--- src/rtl/vend_if.sv ---
// rtl/vend_if.sv - front-end/back-end signal bundle for the vending controller

interface vend_if;
  // coin acceptor / keypad / motor driver inputs
  logic       coin_valid;
  logic [1:0] coin_type;
  logic       sel_valid;
  logic [1:0] sel_item;
  logic       cancel;
  logic [3:0] stock_empty;
  logic       dispense_ack;
  // controller outputs
  logic [7:0] credit;
  logic       dispense_req;
  logic [1:0] dispense_item;
  logic       change_valid;
  logic [1:0] change_coin;
  logic       coin_reject;
  logic       err_soldout;
  logic       err_funds;
  logic       err_fault;
  logic       busy;

  modport master (
    output coin_valid, coin_type, sel_valid, sel_item, cancel, stock_empty, dispense_ack,
    input  credit, dispense_req, dispense_item, change_valid, change_coin,
           coin_reject, err_soldout, err_funds, err_fault, busy
  );

  modport slave (
    input  coin_valid, coin_type, sel_valid, sel_item, cancel, stock_empty, dispense_ack,
    output credit, dispense_req, dispense_item, change_valid, change_coin,
           coin_reject, err_soldout, err_funds, err_fault, busy
  );
endinterface

--- src/rtl/vend_ctrl.sv ---
// rtl/vend_ctrl.sv - vending machine credit/select/dispense/change sequencer

module vend_ctrl #(
  parameter int CREDIT_MAX   = 200,
  parameter int PRICE0       = 25,
  parameter int PRICE1       = 50,
  parameter int PRICE2       = 75,
  parameter int PRICE3       = 100,
  parameter int DISP_TIMEOUT = 15
) (
  input logic   clk,
  input logic   rst_n,
  vend_if.slave bus
);

  typedef enum logic [1:0] {S_IDLE, S_CREDIT, S_DISPENSE, S_CHANGE} state_t;

  state_t     state_q, state_d;
  logic [7:0] credit_q, credit_d;
  logic [1:0] item_q, item_d;
  logic [7:0] timer_q, timer_d;
  logic       reject_q, reject_d;
  logic       soldout_q, soldout_d;
  logic       funds_q, funds_d;
  logic       fault_q, fault_d;
  logic       change_valid;
  logic [1:0] change_coin;

  function automatic logic [8:0] coin_value(input logic [1:0] t);
    case (t)
      2'b00:   coin_value = 9'd5;
      2'b01:   coin_value = 9'd10;
      2'b10:   coin_value = 9'd25;
      default: coin_value = 9'd100;
    endcase
  endfunction

  function automatic logic [7:0] item_price(input logic [1:0] i);
    case (i)
      2'd0:    item_price = 8'(PRICE0);
      2'd1:    item_price = 8'(PRICE1);
      2'd2:    item_price = 8'(PRICE2);
      default: item_price = 8'(PRICE3);
    endcase
  endfunction

  // Sum is 9 bits wide so a 100c coin on top of 200c is seen as over the cap.
  logic [8:0] coin_sum;
  logic       coin_ok;
  logic [7:0] eff_credit;
  logic [7:0] sel_price;

  assign coin_sum   = {1'b0, credit_q} + coin_value(bus.coin_type);
  assign coin_ok    = bus.coin_valid && (coin_sum <= 9'(CREDIT_MAX));
  assign eff_credit = coin_ok ? coin_sum[7:0] : credit_q;
  assign sel_price  = item_price(bus.sel_item);

  // Greedy change coin for the current credit
  logic [7:0] pick_val;
  logic [1:0] pick_code;
  always_comb begin
    pick_val  = 8'd5;
    pick_code = 2'b00;
    if (credit_q >= 8'd25) begin
      pick_val  = 8'd25;
      pick_code = 2'b10;
    end else if (credit_q >= 8'd10) begin
      pick_val  = 8'd10;
      pick_code = 2'b01;
    end
  end

  // State, credit and pulse registers
  always_ff @(posedge clk or negedge rst_n) begin
    if (!rst_n) begin
      state_q   <= S_IDLE;
      credit_q  <= 8'd0;
      item_q    <= 2'd0;
      timer_q   <= 8'd0;
      reject_q  <= 1'b0;
      soldout_q <= 1'b0;
      funds_q   <= 1'b0;
      fault_q   <= 1'b0;
    end else begin
      state_q   <= state_d;
      credit_q  <= credit_d;
      item_q    <= item_d;
      timer_q   <= timer_d;
      reject_q  <= reject_d;
      soldout_q <= soldout_d;
      funds_q   <= funds_d;
      fault_q   <= fault_d;
    end
  end

  // Next-state, credit update and change issue
  always_comb begin
    state_d      = state_q;
    credit_d     = credit_q;
    item_d       = item_q;
    timer_d      = timer_q;
    reject_d     = 1'b0;
    soldout_d    = 1'b0;
    funds_d      = 1'b0;
    fault_d      = 1'b0;
    change_valid = 1'b0;
    change_coin  = 2'b00;
    case (state_q)
      S_IDLE, S_CREDIT: begin
        if (bus.cancel && credit_q != 8'd0) begin
          // refund wins; a coin arriving alongside goes straight back
          reject_d = bus.coin_valid;
          state_d  = S_CHANGE;
        end else begin
          credit_d = eff_credit;
          reject_d = bus.coin_valid && !coin_ok;
          state_d  = (eff_credit != 8'd0) ? S_CREDIT : S_IDLE;
          if (bus.sel_valid) begin
            if (bus.stock_empty[bus.sel_item]) begin
              soldout_d = 1'b1;
            end else if (eff_credit < sel_price) begin
              funds_d = 1'b1;
            end else begin
              credit_d = eff_credit - sel_price;
              item_d   = bus.sel_item;
              timer_d  = 8'd0;
              state_d  = S_DISPENSE;
            end
          end
        end
      end
      S_DISPENSE: begin
        reject_d = bus.coin_valid;
        if (bus.dispense_ack) begin
          state_d = (credit_q != 8'd0) ? S_CHANGE : S_IDLE;
        end else if (timer_q == 8'(DISP_TIMEOUT - 1)) begin
          // motor never answered: give the price back and refund everything
          credit_d = credit_q + item_price(item_q);
          fault_d  = 1'b1;
          state_d  = S_CHANGE;
        end else begin
          timer_d = timer_q + 8'd1;
        end
      end
      default: begin
        reject_d = bus.coin_valid;
        if (credit_q == 8'd0) begin
          state_d = S_IDLE;
        end else begin
          change_valid = 1'b1;
          change_coin  = pick_code;
          credit_d     = credit_q - pick_val;
          if (credit_q == pick_val) state_d = S_IDLE;
        end
      end
    endcase
  end

  assign bus.credit        = credit_q;
  assign bus.dispense_req  = (state_q == S_DISPENSE);
  assign bus.dispense_item = (state_q == S_DISPENSE) ? item_q : 2'b00;
  assign bus.change_valid  = change_valid;
  assign bus.change_coin   = change_coin;
  assign bus.coin_reject   = reject_q;
  assign bus.err_soldout   = soldout_q;
  assign bus.err_funds     = funds_q;
  assign bus.err_fault     = fault_q;
  assign bus.busy          = (state_q == S_DISPENSE) || (state_q == S_CHANGE);

endmodule

--- src/flat_wrapper.sv ---
// flat-port wrapper written by rule: the top's interface ports become plain ports
module vend_ctrl_flat 
#(
  parameter int CREDIT_MAX   = 200,
  parameter int PRICE0       = 25,
  parameter int PRICE1       = 50,
  parameter int PRICE2       = 75,
  parameter int PRICE3       = 100,
  parameter int DISP_TIMEOUT = 15
)
  (clk, rst_n, bus_coin_valid, bus_coin_type, bus_sel_valid, bus_sel_item, bus_cancel, bus_stock_empty, bus_dispense_ack, bus_credit, bus_dispense_req, bus_dispense_item, bus_change_valid, bus_change_coin, bus_coin_reject, bus_err_soldout, bus_err_funds, bus_err_fault, bus_busy);
  vend_if bus_i ();
  input logic clk;
  input logic rst_n;
  input wire logic [$bits(bus_i.coin_valid)-1:0] bus_coin_valid;
  input wire logic [$bits(bus_i.coin_type)-1:0] bus_coin_type;
  input wire logic [$bits(bus_i.sel_valid)-1:0] bus_sel_valid;
  input wire logic [$bits(bus_i.sel_item)-1:0] bus_sel_item;
  input wire logic [$bits(bus_i.cancel)-1:0] bus_cancel;
  input wire logic [$bits(bus_i.stock_empty)-1:0] bus_stock_empty;
  input wire logic [$bits(bus_i.dispense_ack)-1:0] bus_dispense_ack;
  output wire logic [$bits(bus_i.credit)-1:0] bus_credit;
  output wire logic [$bits(bus_i.dispense_req)-1:0] bus_dispense_req;
  output wire logic [$bits(bus_i.dispense_item)-1:0] bus_dispense_item;
  output wire logic [$bits(bus_i.change_valid)-1:0] bus_change_valid;
  output wire logic [$bits(bus_i.change_coin)-1:0] bus_change_coin;
  output wire logic [$bits(bus_i.coin_reject)-1:0] bus_coin_reject;
  output wire logic [$bits(bus_i.err_soldout)-1:0] bus_err_soldout;
  output wire logic [$bits(bus_i.err_funds)-1:0] bus_err_funds;
  output wire logic [$bits(bus_i.err_fault)-1:0] bus_err_fault;
  output wire logic [$bits(bus_i.busy)-1:0] bus_busy;
  assign bus_i.coin_valid = bus_coin_valid;
  assign bus_i.coin_type = bus_coin_type;
  assign bus_i.sel_valid = bus_sel_valid;
  assign bus_i.sel_item = bus_sel_item;
  assign bus_i.cancel = bus_cancel;
  assign bus_i.stock_empty = bus_stock_empty;
  assign bus_i.dispense_ack = bus_dispense_ack;
  assign bus_credit = bus_i.credit;
  assign bus_dispense_req = bus_i.dispense_req;
  assign bus_dispense_item = bus_i.dispense_item;
  assign bus_change_valid = bus_i.change_valid;
  assign bus_change_coin = bus_i.change_coin;
  assign bus_coin_reject = bus_i.coin_reject;
  assign bus_err_soldout = bus_i.err_soldout;
  assign bus_err_funds = bus_i.err_funds;
  assign bus_err_fault = bus_i.err_fault;
  assign bus_busy = bus_i.busy;
  vend_ctrl #(.CREDIT_MAX(CREDIT_MAX), .PRICE0(PRICE0), .PRICE1(PRICE1), .PRICE2(PRICE2), .PRICE3(PRICE3), .DISP_TIMEOUT(DISP_TIMEOUT)) u_core (.clk(clk), .rst_n(rst_n), .bus(bus_i));
endmodule
--- config.mk ---
export PLATFORM = sky130hd
export DESIGN_NAME = vend_ctrl_flat
export DESIGN_NICKNAME = d
export VERILOG_FILES = /design/src/rtl/vend_if.sv /design/src/rtl/vend_ctrl.sv /design/src/flat_wrapper.sv
export SDC_FILE = /design/constraint.sdc
export NUM_CORES = 1
export LEC_CHECK = 0
export ABC_AREA = 1
export CAP_MARGIN = 20
export CELL_PAD_IN_SITES_DETAIL_PLACEMENT = 0
export CELL_PAD_IN_SITES_GLOBAL_PLACEMENT = 1
export CORE_MARGIN = 5
export CORE_UTILIZATION = 45
export DETAILED_ROUTE_END_ITERATION = 10
export PLACE_DENSITY_LB_ADDON = 0.1
export SLEW_MARGIN = 0
export SYNTH_ARGS = -nofsm -noshare
export SYNTH_HDL_FRONTEND = slang
export SYNTH_SLANG_ARGS = --single-unit
--- constraint.sdc ---
create_clock -name clk -period 7 [get_ports clk]
set_input_delay 1.4 -clock clk [delete_from_list [all_inputs] [get_ports clk]]
set_output_delay 1.4 -clock clk [all_outputs]
set_load 0.005 [all_outputs]
==> impl_metrics.csv, run 1 <==
group,metric,value,unit
setup_path,crit_type,"in2reg",
synthesis,async_reset_ff_share,100.0,%
floorplan,start_util,45.68,%
clock_tree,cts_tree,"yes",
routing,antenna_left,0,
floorplan,rows,31,
synthesis,synth-edff-count,0,
hold_path,min_path_cells,2,
synthesis,syn-instance-count,502,
clock_tree,post_cts_buffers,0,
routing,drt_iter0_markers,149,
clock_tree,cts.repair.resized,0,
synthesis,ys_warn_count,0,
clock_tree,cts_buffer_depth,2,
power,peakVddDrop,0.0002308,V
sta,clock_skew,0.005298,ns
setup_path,required,7.14,ns
clock_tree,numCtsBuffers,3,
synthesis,synth_seq_area_share,18.32,%
synthesis,syn_avg_cell_area,6.530,um^2
sta,max_freq,166.6,MHz
floorplan,die-area,0.009092,mm^2
layout,antennaDiodeCount,0,
hold_path,min_path_type,"reg2reg",
place,dp_hpwl,7.216,mm
place,dpl-instance-area,0.003652,mm^2
clock_tree,clock-sinks,24,
global_routing,grt_util_all_layers,20.00,%
routing,first_pass_iters,4,
global_routing,overflow,0,
layout,final_area,0.003724,mm^2
layout,drive_above_1_share,8.144,%
layout,fill_cells,747,
setup_path,rr_worst_depth,26,
sta,maxSlewHeadroom,53.09,%
global_routing,grt_pass1_vias,3081,
layout,final_common_cell,"nand2_1",
clock_tree,htreeDepth,1,
sta,rsz0062_at_grt,"false",
layout,fin_nets,588,
sta,report.final.slew_viol_count,0,
global_routing,grt_max_degree,25,
routing,drc_errors,0,
routing,routed_via_density,5.089,
sta,finalCriticalPeriod,6.001,ns
clock_tree,clock_latency,0.27,ns
global_routing,antenna_found_initial,0,
setup_path,critical_path.startpoint_type,"input pin",
sta,setup_viol_count_final,0,
floorplan,ioPinCount,33,
synthesis,ys_ff_latch,24,
sta,tightest_slew,0.7030,ns
synthesis,synth-main-ff-cell,"dfrtp_1",
floorplan,die_h,95.35,um
layout,final_cell_mix,"120 x nand2_1, 92 x inv_1, 43 x nor2_1",
setup_path,cp_slowest_cell,"clkdlybuf4s50_1",
place,gp_congestion,0.8772,
synthesis,synth_nets,561,
power,power.density,509.6,mW/mm^2
layout,syn_to_final_growth,13.59,%
synthesis,syn-cell-area,0.003278,mm^2
clock_tree,cts-root-buf,"clkbuf_8",
setup_path,cpMostUsedCell,"nand2_1",
setup_path,critical_path_arrival,6.14,ns
sta,hold_viol_final,0,
sta,tns,0,ns
place,port_buffers,32,
routing,avgRoutedWirePerCell,13.87,um
floorplan,core,0.007176,mm^2
sta,post-route-period-util,85.73,%
synthesis,synth_cell_types,37,
setup_path,cp_slowest_stage_delay,0.55,ns
global_routing,grt_pass1_wl,14.41,mm
clock_tree,clkSlewWorstSetupHoldPaths,0.09,ns
status,status,"complete, no violations",
setup_path,crit_path_end_kind,"flop",
routing,dr_total_vias,3191,
clock_tree,holdBufCountCts,0,
floorplan,die_w,95.35,um
power,p_leak,1.941,nW
job,max_cap_viol_count,0,
routing,routed_wl,8.699,mm
setup_path,cp_max_fo,12,
## through the flow
stage | worst slack, ns | power (W) | hold slack [ns] | instances | util [%]
6_report | 0.9991 | 0.001897 | 0.4985 | 627 | 51.89
5_1_grt | 0.5575 | 0.002124 | 0.5388 | 627 | 51.89
4_1_cts | 0.9931 | 0.001901 | 0.4987 | 627 | 51.89
3_5_place_dp | 0.7555 | 0.001767 | 0.4760 | 623 | 50.90
3_3_place_gp | 0.8961 | 0.001753 | 0.4672 | 623 | 50.90
2_1_floorplan | 1.996 | 0.001390 | 0.4550 | 502 | -
## kinds of logic (layout without fill, tap and decap cells)
family / after synthesis / after routing / share of synthesized area, %
flops: 24 / 24 / 18.32
xor+xnor: 13 / 13 / 3.473
buf+inv: 106 / 132 / 13.24
simple gates: 257 / 257 / 36.37
compound gates: 57 / 57 / 10.50
fa+ha+maj: 45 / 45 / 18.09
## synthesized netlist by cell type (2+ instances only)
cell type | n | share of area [%]
a31oi_1 | 2 | 0.38
o21ai_2 | 8 | 2.1
dfrtp_1 | 24 | 18
nor2_2 | 2 | 0.38
nand2_2 | 12 | 2.3
buf_2 | 4 | 0.61
fa_1 | 4 | 2.4
nand3b_1 | 2 | 0.46
a211oi_1 | 3 | 0.69
a21oi_1 | 22 | 3.4
xnor2_1 | 2 | 0.53
o21ai_0 | 15 | 2.3
nand3_2 | 3 | 0.92
buf_4 | 2 | 0.46
nand4_1 | 23 | 4.4
xor2_1 | 11 | 2.9
or2_2 | 7 | 1.3
o31ai_1 | 2 | 0.46
clkbuf_1 | 3 | 0.34
inv_1 | 92 | 11
nand3_1 | 37 | 5.6
nand2_1 | 120 | 14
nor3_1 | 4 | 0.61
nor2_1 | 43 | 4.9
ha_1 | 41 | 16
inv_2 | 3 | 0.34
## critical path: cells and delay by family
family                     cells  cell delay (ns)
AOI/OAI and AO/OA              2             0.37
adders and majority gates      5             1.38
buffers and inverters          6             0.91
and+or+nand+nor               18             2.10
## metal layers
metal / track usage (%) / share of wire (%)
met5: 0 / 0
met1: 27.78 / 48
met2: 32.89 / 46
met4: 4.327 / 1.1
met3: 2.841 / 4.1
## sequential cells by signal, indices dropped and copies added (netlist names)
signal,flops
u_core.bus.err_funds,1
u_core.bus.err_soldout,1
u_core.bus.err_fault,1
u_core.state_q,2
u_core.bus.coin_reject,1
u_core.item_q,2
u_core.timer_q,8
u_core.bus.credit,8
## final timing paths
kind                                             startpoint  slack (ns)                          endpoint
max in group asynchronous                             rst_n        5.27    u_core.bus.err_fault$_DFF_PN0_
max                                        bus_coin_type[1]         1.0     u_core.state_q[1]$_DFFE_PN0P_
min in group asynchronous                             rst_n        1.49  u_core.bus.credit[3]$_DFFE_PN0P_
min                           u_core.timer_q[6]$_DFFE_PN0P_        0.50     u_core.timer_q[6]$_DFFE_PN0P_
max reg2reg                u_core.bus.credit[1]$_DFFE_PN0P_        2.46     u_core.state_q[1]$_DFFE_PN0P_
min reg2reg                   u_core.timer_q[6]$_DFFE_PN0P_        0.50     u_core.timer_q[6]$_DFFE_PN0P_
## area by class of cell
| class | count | area, um^2 | share of cell area, % |
|---|---|---|---|
| Multi-Input combinational cell | 372 | 2243 | 60.25 |
| Sequential cell | 24 | 600.6 | 16.13 |
| Inverter | 95 | 356.6 | 9.577 |
| Timing Repair Buffer | 33 | 327.8 | 8.804 |
| Tap cell | 99 | 123.9 | 3.327 |
| Clock buffer | 3 | 41.29 | 1.109 |
| Clock inverter | 1 | 30.03 | 0.8065 |
## report_power, final
part | internal, W | leakage, nW | switching, W
registers | 0.000185 | 0.302 | 0.0000918
logic | 0.000568 | 1.60 | 0.000930
clock network | 0.0000765 | 0.0357 | 0.0000462
(Power assumes the default switching activity.)
==> inputs of run 2 (changes only) <==
--- a/config.mk
+++ b/config.mk
@@ -6,13 +6,10 @@
 export NUM_CORES = 1
 export LEC_CHECK = 0
 export ABC_AREA = 1
-export CAP_MARGIN = 20
-export CELL_PAD_IN_SITES_DETAIL_PLACEMENT = 0
-export CELL_PAD_IN_SITES_GLOBAL_PLACEMENT = 1
 export CORE_MARGIN = 5
-export CORE_UTILIZATION = 45
+export CORE_UTILIZATION = 50
 export DETAILED_ROUTE_END_ITERATION = 10
-export PLACE_DENSITY_LB_ADDON = 0.1
+export PLACE_DENSITY = 0.71
 export SLEW_MARGIN = 0
 export SYNTH_ARGS = -nofsm -noshare
 export SYNTH_HDL_FRONTEND = slang
==> impl_metrics.csv, run 2 (synthesis results as in run 1) <==
group,metric,value,unit
sta,setup_viol_count_final,0,
routing,first_pass_iters,5,
status,status,"complete, no violations",
clock_tree,clock-sinks,24,
floorplan,die-area,0.008276,mm^2
global_routing,antenna_found_initial,0,
clock_tree,cts.repair.resized,0,
floorplan,die_w,90.97,um
global_routing,grt_max_degree,25,
setup_path,crit_path_end_kind,"flop",
global_routing,grt_util_all_layers,20.05,%
setup_path,required,7.20,ns
routing,wl_met3,370,um
routing,drt_iter0_markers,180,
hold_path,min_path_type,"reg2reg",
place,gp_congestion,0.9183,
clock_tree,cts_buffer_depth,2,
place,dp_hpwl,6.895,mm
sta,tightest_slew,1.143,ns
setup_path,cpMostUsedCell,"nand2_1",
global_routing,grt_pass1_wl,14.08,mm
global_routing,overflow,0,
floorplan,core,0.006350,mm^2
routing,avgRoutedWirePerCell,13.88,um
layout,syn_to_final_growth,12.52,%
sta,report.final.slew_viol_count,0,
global_routing,grt_pass1_vias,3111,
sta,rsz0062_at_grt,"false",
sta,hold_viol_final,0,
floorplan,start_util,51.63,%
routing,drc_errors,0,
clock_tree,clkSlewWorstSetupHoldPaths,0.09,ns
place,port_buffers,32,
setup_path,crit_type,"in2reg",
power,power.density,509.6,mW/mm^2
clock_tree,numCtsBuffers,3,
job,max_cap_viol_count,0,
sta,tns,0,ns
layout,final_util,58.09,%
floorplan,die_h,90.97,um
routing,wirelength_met1,3.899,mm
clock_tree,cts_tree,"yes",
routing,top_layer,"met4",
sta,maxSlewHeadroom,23.56,%
setup_path,critical_path.startpoint_type,"input pin",
power,p_leak,1.936,nW
floorplan,ioPinCount,33,
setup_path,cp_slowest_stage_delay,0.51,ns
power,peakVddDrop,0.0002995,V
sta,finalCriticalPeriod,5.969,ns
routing,routed_via_density,5.377,
sta,post-route-period-util,85.27,%
layout,antennaDiodeCount,0,
layout,drive_above_1_share,7.970,%
clock_tree,cts-root-buf,"clkbuf_8",
clock_tree,post_cts_buffers,0,
routing,antenna_left,0,
setup_path,cp_slowest_cell,"clkdlybuf4s50_1",
clock_tree,htreeDepth,1,
routing,routed_wl,8.381,mm
floorplan,rows,29,
sta,max_freq,167.5,MHz
layout,final_cell_mix,"120 x nand2_1, 92 x inv_1, 43 x nor2_1",
layout,fin_nets,587,
clock_tree,holdBufCountCts,0,
layout,final_common_cell,"nand2_1",
routing,routed-wl-met2,3.964,mm
clock_tree,clock_latency,0.27,ns
setup_path,cp_max_fo,16,
routing,dr_total_vias,3248,
sta,clock_skew,0.005564,ns
setup_path,critical_path_arrival,6.17,ns
## run 2: cell count changes in the layout (fill, tap and decap cells not counted)
cell,change
buf_4,-1
## run 2: report_power, final
group | total [W] | switching (W) | internal [W] | leakage (nW)
Combinational | 0.00148 | 0.000915 | 0.000566 | 1.60
Sequential | 0.000274 | 0.0000882 | 0.000185 | 0.302
Clock | 0.000125 | 0.0000481 | 0.0000765 | 0.0357
## run 2: through the flow
| stage | cell area, um^2 | power, W | instances | setup WS (ns) | hold WS [ns] |
|---|---|---|---|---|---|
| floorplan | 3278 | 0.001390 | 502 | 1.996 | 0.4550 |
| global placement | 3617 | 0.001711 | 600 | 0.9568 | 0.4684 |
| detailed placement | 3617 | 0.001748 | 600 | 0.7619 | 0.4807 |
| CTS | 3689 | 0.001879 | 604 | 1.030 | 0.5037 |
| global route | 3689 | 0.002103 | 604 | 0.6000 | 0.5221 |
| finish | 3689 | 0.001880 | 604 | 1.031 | 0.4937 |
## run 2: routing by layer
metal / vias up / global-route usage, %
met4: 0 / 5.623
met1: 1488 / 27.40
met5: - / 0
li1: 1662 / -
met2: 83 / 33.83
met3: 15 / 1.736
## run 2: layout make-up
class	count	area, um^2
Sequential cell	24	600.6
Timing Repair Buffer	32	320.3
Fill cell	637	2661
Tap cell	77	96.34
Multi-Input combinational cell	372	2243
Inverter	95	356.6
Clock buffer	3	41.29
Clock inverter	1	30.03
## run 2: path summary, 6_finish.rpt
check                                                  from                          endpoint  slack [ns]  depth (start not counted)
max                                        bus_coin_type[0]     u_core.timer_q[2]$_DFFE_PN0P_        1.03                         32
min                           u_core.timer_q[6]$_DFFE_PN0P_     u_core.timer_q[6]$_DFFE_PN0P_        0.49                          2
max reg2reg                u_core.bus.credit[1]$_DFFE_PN0P_     u_core.timer_q[2]$_DFFE_PN0P_        2.48                         27
min reg2reg                   u_core.timer_q[6]$_DFFE_PN0P_     u_core.timer_q[6]$_DFFE_PN0P_        0.49                          2
max in group asynchronous                             rst_n  u_core.bus.credit[7]$_DFFE_PN0P_        4.58                          1
min in group asynchronous                             rst_n  u_core.bus.credit[1]$_DFFE_PN0P_        1.73                          1
## run 2: critical path, delay by kind of cell
kind                       cells  cell delay, ns
AOI/OAI and AO/OA              2            0.28
and+or+nand+nor               20            2.28
buffers and inverters          5            0.81
adders and majority gates      5            1.39
==> inputs of run 3 (changes only) <==
--- a/config.mk
+++ b/config.mk
@@ -6,10 +6,12 @@
 export NUM_CORES = 1
 export LEC_CHECK = 0
 export ABC_AREA = 1
+export CELL_PAD_IN_SITES_DETAIL_PLACEMENT = 1
+export CELL_PAD_IN_SITES_GLOBAL_PLACEMENT = 1
 export CORE_MARGIN = 5
-export CORE_UTILIZATION = 50
+export CORE_UTILIZATION = 45
 export DETAILED_ROUTE_END_ITERATION = 10
-export PLACE_DENSITY = 0.71
+export PLACE_DENSITY_LB_ADDON = 0.1
 export SLEW_MARGIN = 0
 export SYNTH_ARGS = -nofsm -noshare
 export SYNTH_HDL_FRONTEND = slang
==> impl_metrics.csv, run 3 (synthesis results as in run 1) <==
group,metric,value,unit
setup_path,required,7.13,ns
setup_path,r2r-start,"u_core.bus.credit[1]$_DFFE_PN0P_",
clock_tree,clock_latency,0.27,ns
floorplan,die-area,0.009092,mm^2
clock_tree,holdBufCountCts,0,
power,peakVddDrop,0.0002297,V
setup_path,crit_path_end_kind,"flop",
sta,tightest_slew,0.6942,ns
global_routing,grt_pass1_vias,3440,
setup_path,crit_type,"in2reg",
clock_tree,numCtsBuffers,3,
global_routing,grt_util_all_layers,22.93,%
routing,antenna_left,0,
sta,tns,0,ns
setup_path,critical_path.startpoint_type,"input pin",
global_routing,overflow,0,
global_routing,grt_pass1_wl,16.65,mm
global_routing,antenna_found_initial,0,
floorplan,core,0.007176,mm^2
job,max_cap_viol_count,0,
routing,routed_wl,9.808,mm
layout,multiInputGateArea,0.002243,mm^2
sta,holdWs,0.5059,ns
clock_tree,cts-root-buf,"clkbuf_8",
sta,post-route-period-util,87.32,%
sta,setup_viol_count_final,0,
sta,max_freq,163.6,MHz
sta,finalCriticalPeriod,6.113,ns
sta,report.final.slew_viol_count,0,
place,dpl-instance-area,0.003652,mm^2
routing,routed_via_density,5.316,
floorplan,rows,31,
layout,syn_to_final_growth,13.59,%
hold_path,hold_start,"u_core.timer_q[6]$_DFFE_PN0P_",
clock_tree,clkSlewWorstSetupHoldPaths,0.09,ns
status,status,"complete, no violations",
layout,regArea,600.6,um^2
place,dp_hpwl,8.250,mm
clock_tree,cts_buffer_depth,2,
layout,antennaDiodeCount,0,
routing,first_pass_iters,4,
clock_tree,post_cts_buffers,0,
clock_tree,cts.repair.resized,0,
sta,maxSlewHeadroom,53.67,%
setup_path,cp_slowest_stage_delay,0.55,ns
sta,clock_skew,0.009427,ns
layout,final_area,0.003724,mm^2
power,p_leak,1.941,nW
place,port_buffers,32,
setup_path,cp_max_fo,12,
routing,drt_iter0_markers,84,
layout,final_cell_mix,"120 x nand2_1, 92 x inv_1, 43 x nor2_1",
clock_tree,clock-sinks,24,
floorplan,die_w,95.35,um
layout,final_common_cell,"nand2_1",
clock_tree,cts_tree,"yes",
floorplan,ioPinCount,33,
sta,hold_viol_final,0,
floorplan,start_util,45.68,%
setup_path,cpMostUsedCell,"nand2_1",
floorplan,die_h,95.35,um
global_routing,grt_max_degree,25,
power,power.density,522.0,mW/mm^2
clock_tree,htreeDepth,1,
routing,drc_errors,0,
setup_path,critPathLaunch,"bus_coin_type[1]",
hold_path,min_path_type,"reg2reg",
routing,dr_total_vias,3333,
sta,rsz0062_at_grt,"false",
setup_path,cp_slowest_cell,"clkdlybuf4s50_1",
routing,avgRoutedWirePerCell,15.64,um
layout,drive_above_1_share,8.144,%
place,gp_congestion,0.8772,
setup_path,critical_path_arrival,6.25,ns
layout,fill_cells,968,
layout,fin_nets,588,
==> run 3: changes by cell type in the layout (fill, tap and decap cells not counted), sizes merged <==
cell / before / now
buf: 0 / 1
==> run 3: worst max-delay path: cells and delay by family <==
kind            cells  cell delay, ns
fa+ha+maj           5            1.39
compound gates      2            0.37
buf+inv             6            0.91
simple gates       18            2.15
==> run 3: layer usage <==
layer	track usage, %	part of all wire [%]
met5	0	0
met4	4.207	1.0
met3	1.894	3.1
met2	40.41	50
met1	30.72	46
==> run 3: layout make-up <==
class / count / share of cell area (%)
Timing Repair Buffer: 33 / 8.804
Tap cell: 99 / 3.327
Clock inverter: 1 / 0.8065
Clock buffer: 3 / 1.109
Sequential cell: 24 / 16.13
Inverter: 95 / 9.577
Multi-Input combinational cell: 372 / 60.25
==> run 3: worst paths after layout <==
check | end | slack, ns | cells past startpoint
max | u_core.state_q[1]$_DFFE_PN0P_ | 0.89 | 31
max in group asynchronous | u_core.bus.err_fault$_DFF_PN0_ | 5.26 | 2
min reg2reg | u_core.timer_q[6]$_DFFE_PN0P_ | 0.51 | 2
min | u_core.timer_q[6]$_DFFE_PN0P_ | 0.51 | 2
max reg2reg | u_core.state_q[1]$_DFFE_PN0P_ | 2.36 | 26
min in group asynchronous | u_core.bus.credit[7]$_DFFE_PN0P_ | 1.49 | 2
==> run 3: power breakdown <==
part	internal [W]	switching [W]	leakage, nW
sequential	0.000185	0.0000934	0.302
clock	0.0000765	0.0000469	0.0357
combinational	0.000570	0.000972	1.60
==> run 3: through the flow <==
| step | total power (W) | worst slack (ns) | util (%) | std cells |
|---|---|---|---|---|
| final | 0.001944 | 0.8874 | 51.89 | 627 |
| after global routing | 0.002167 | 0.4774 | 51.89 | 627 |
| after CTS | 0.001942 | 0.9347 | 51.89 | 627 |
| after detailed placement | 0.001811 | 0.6899 | 50.90 | 623 |
| after global placement | 0.001753 | 0.8961 | 50.90 | 623 |
| after floorplan | 0.001390 | 1.996 | - | 502 |
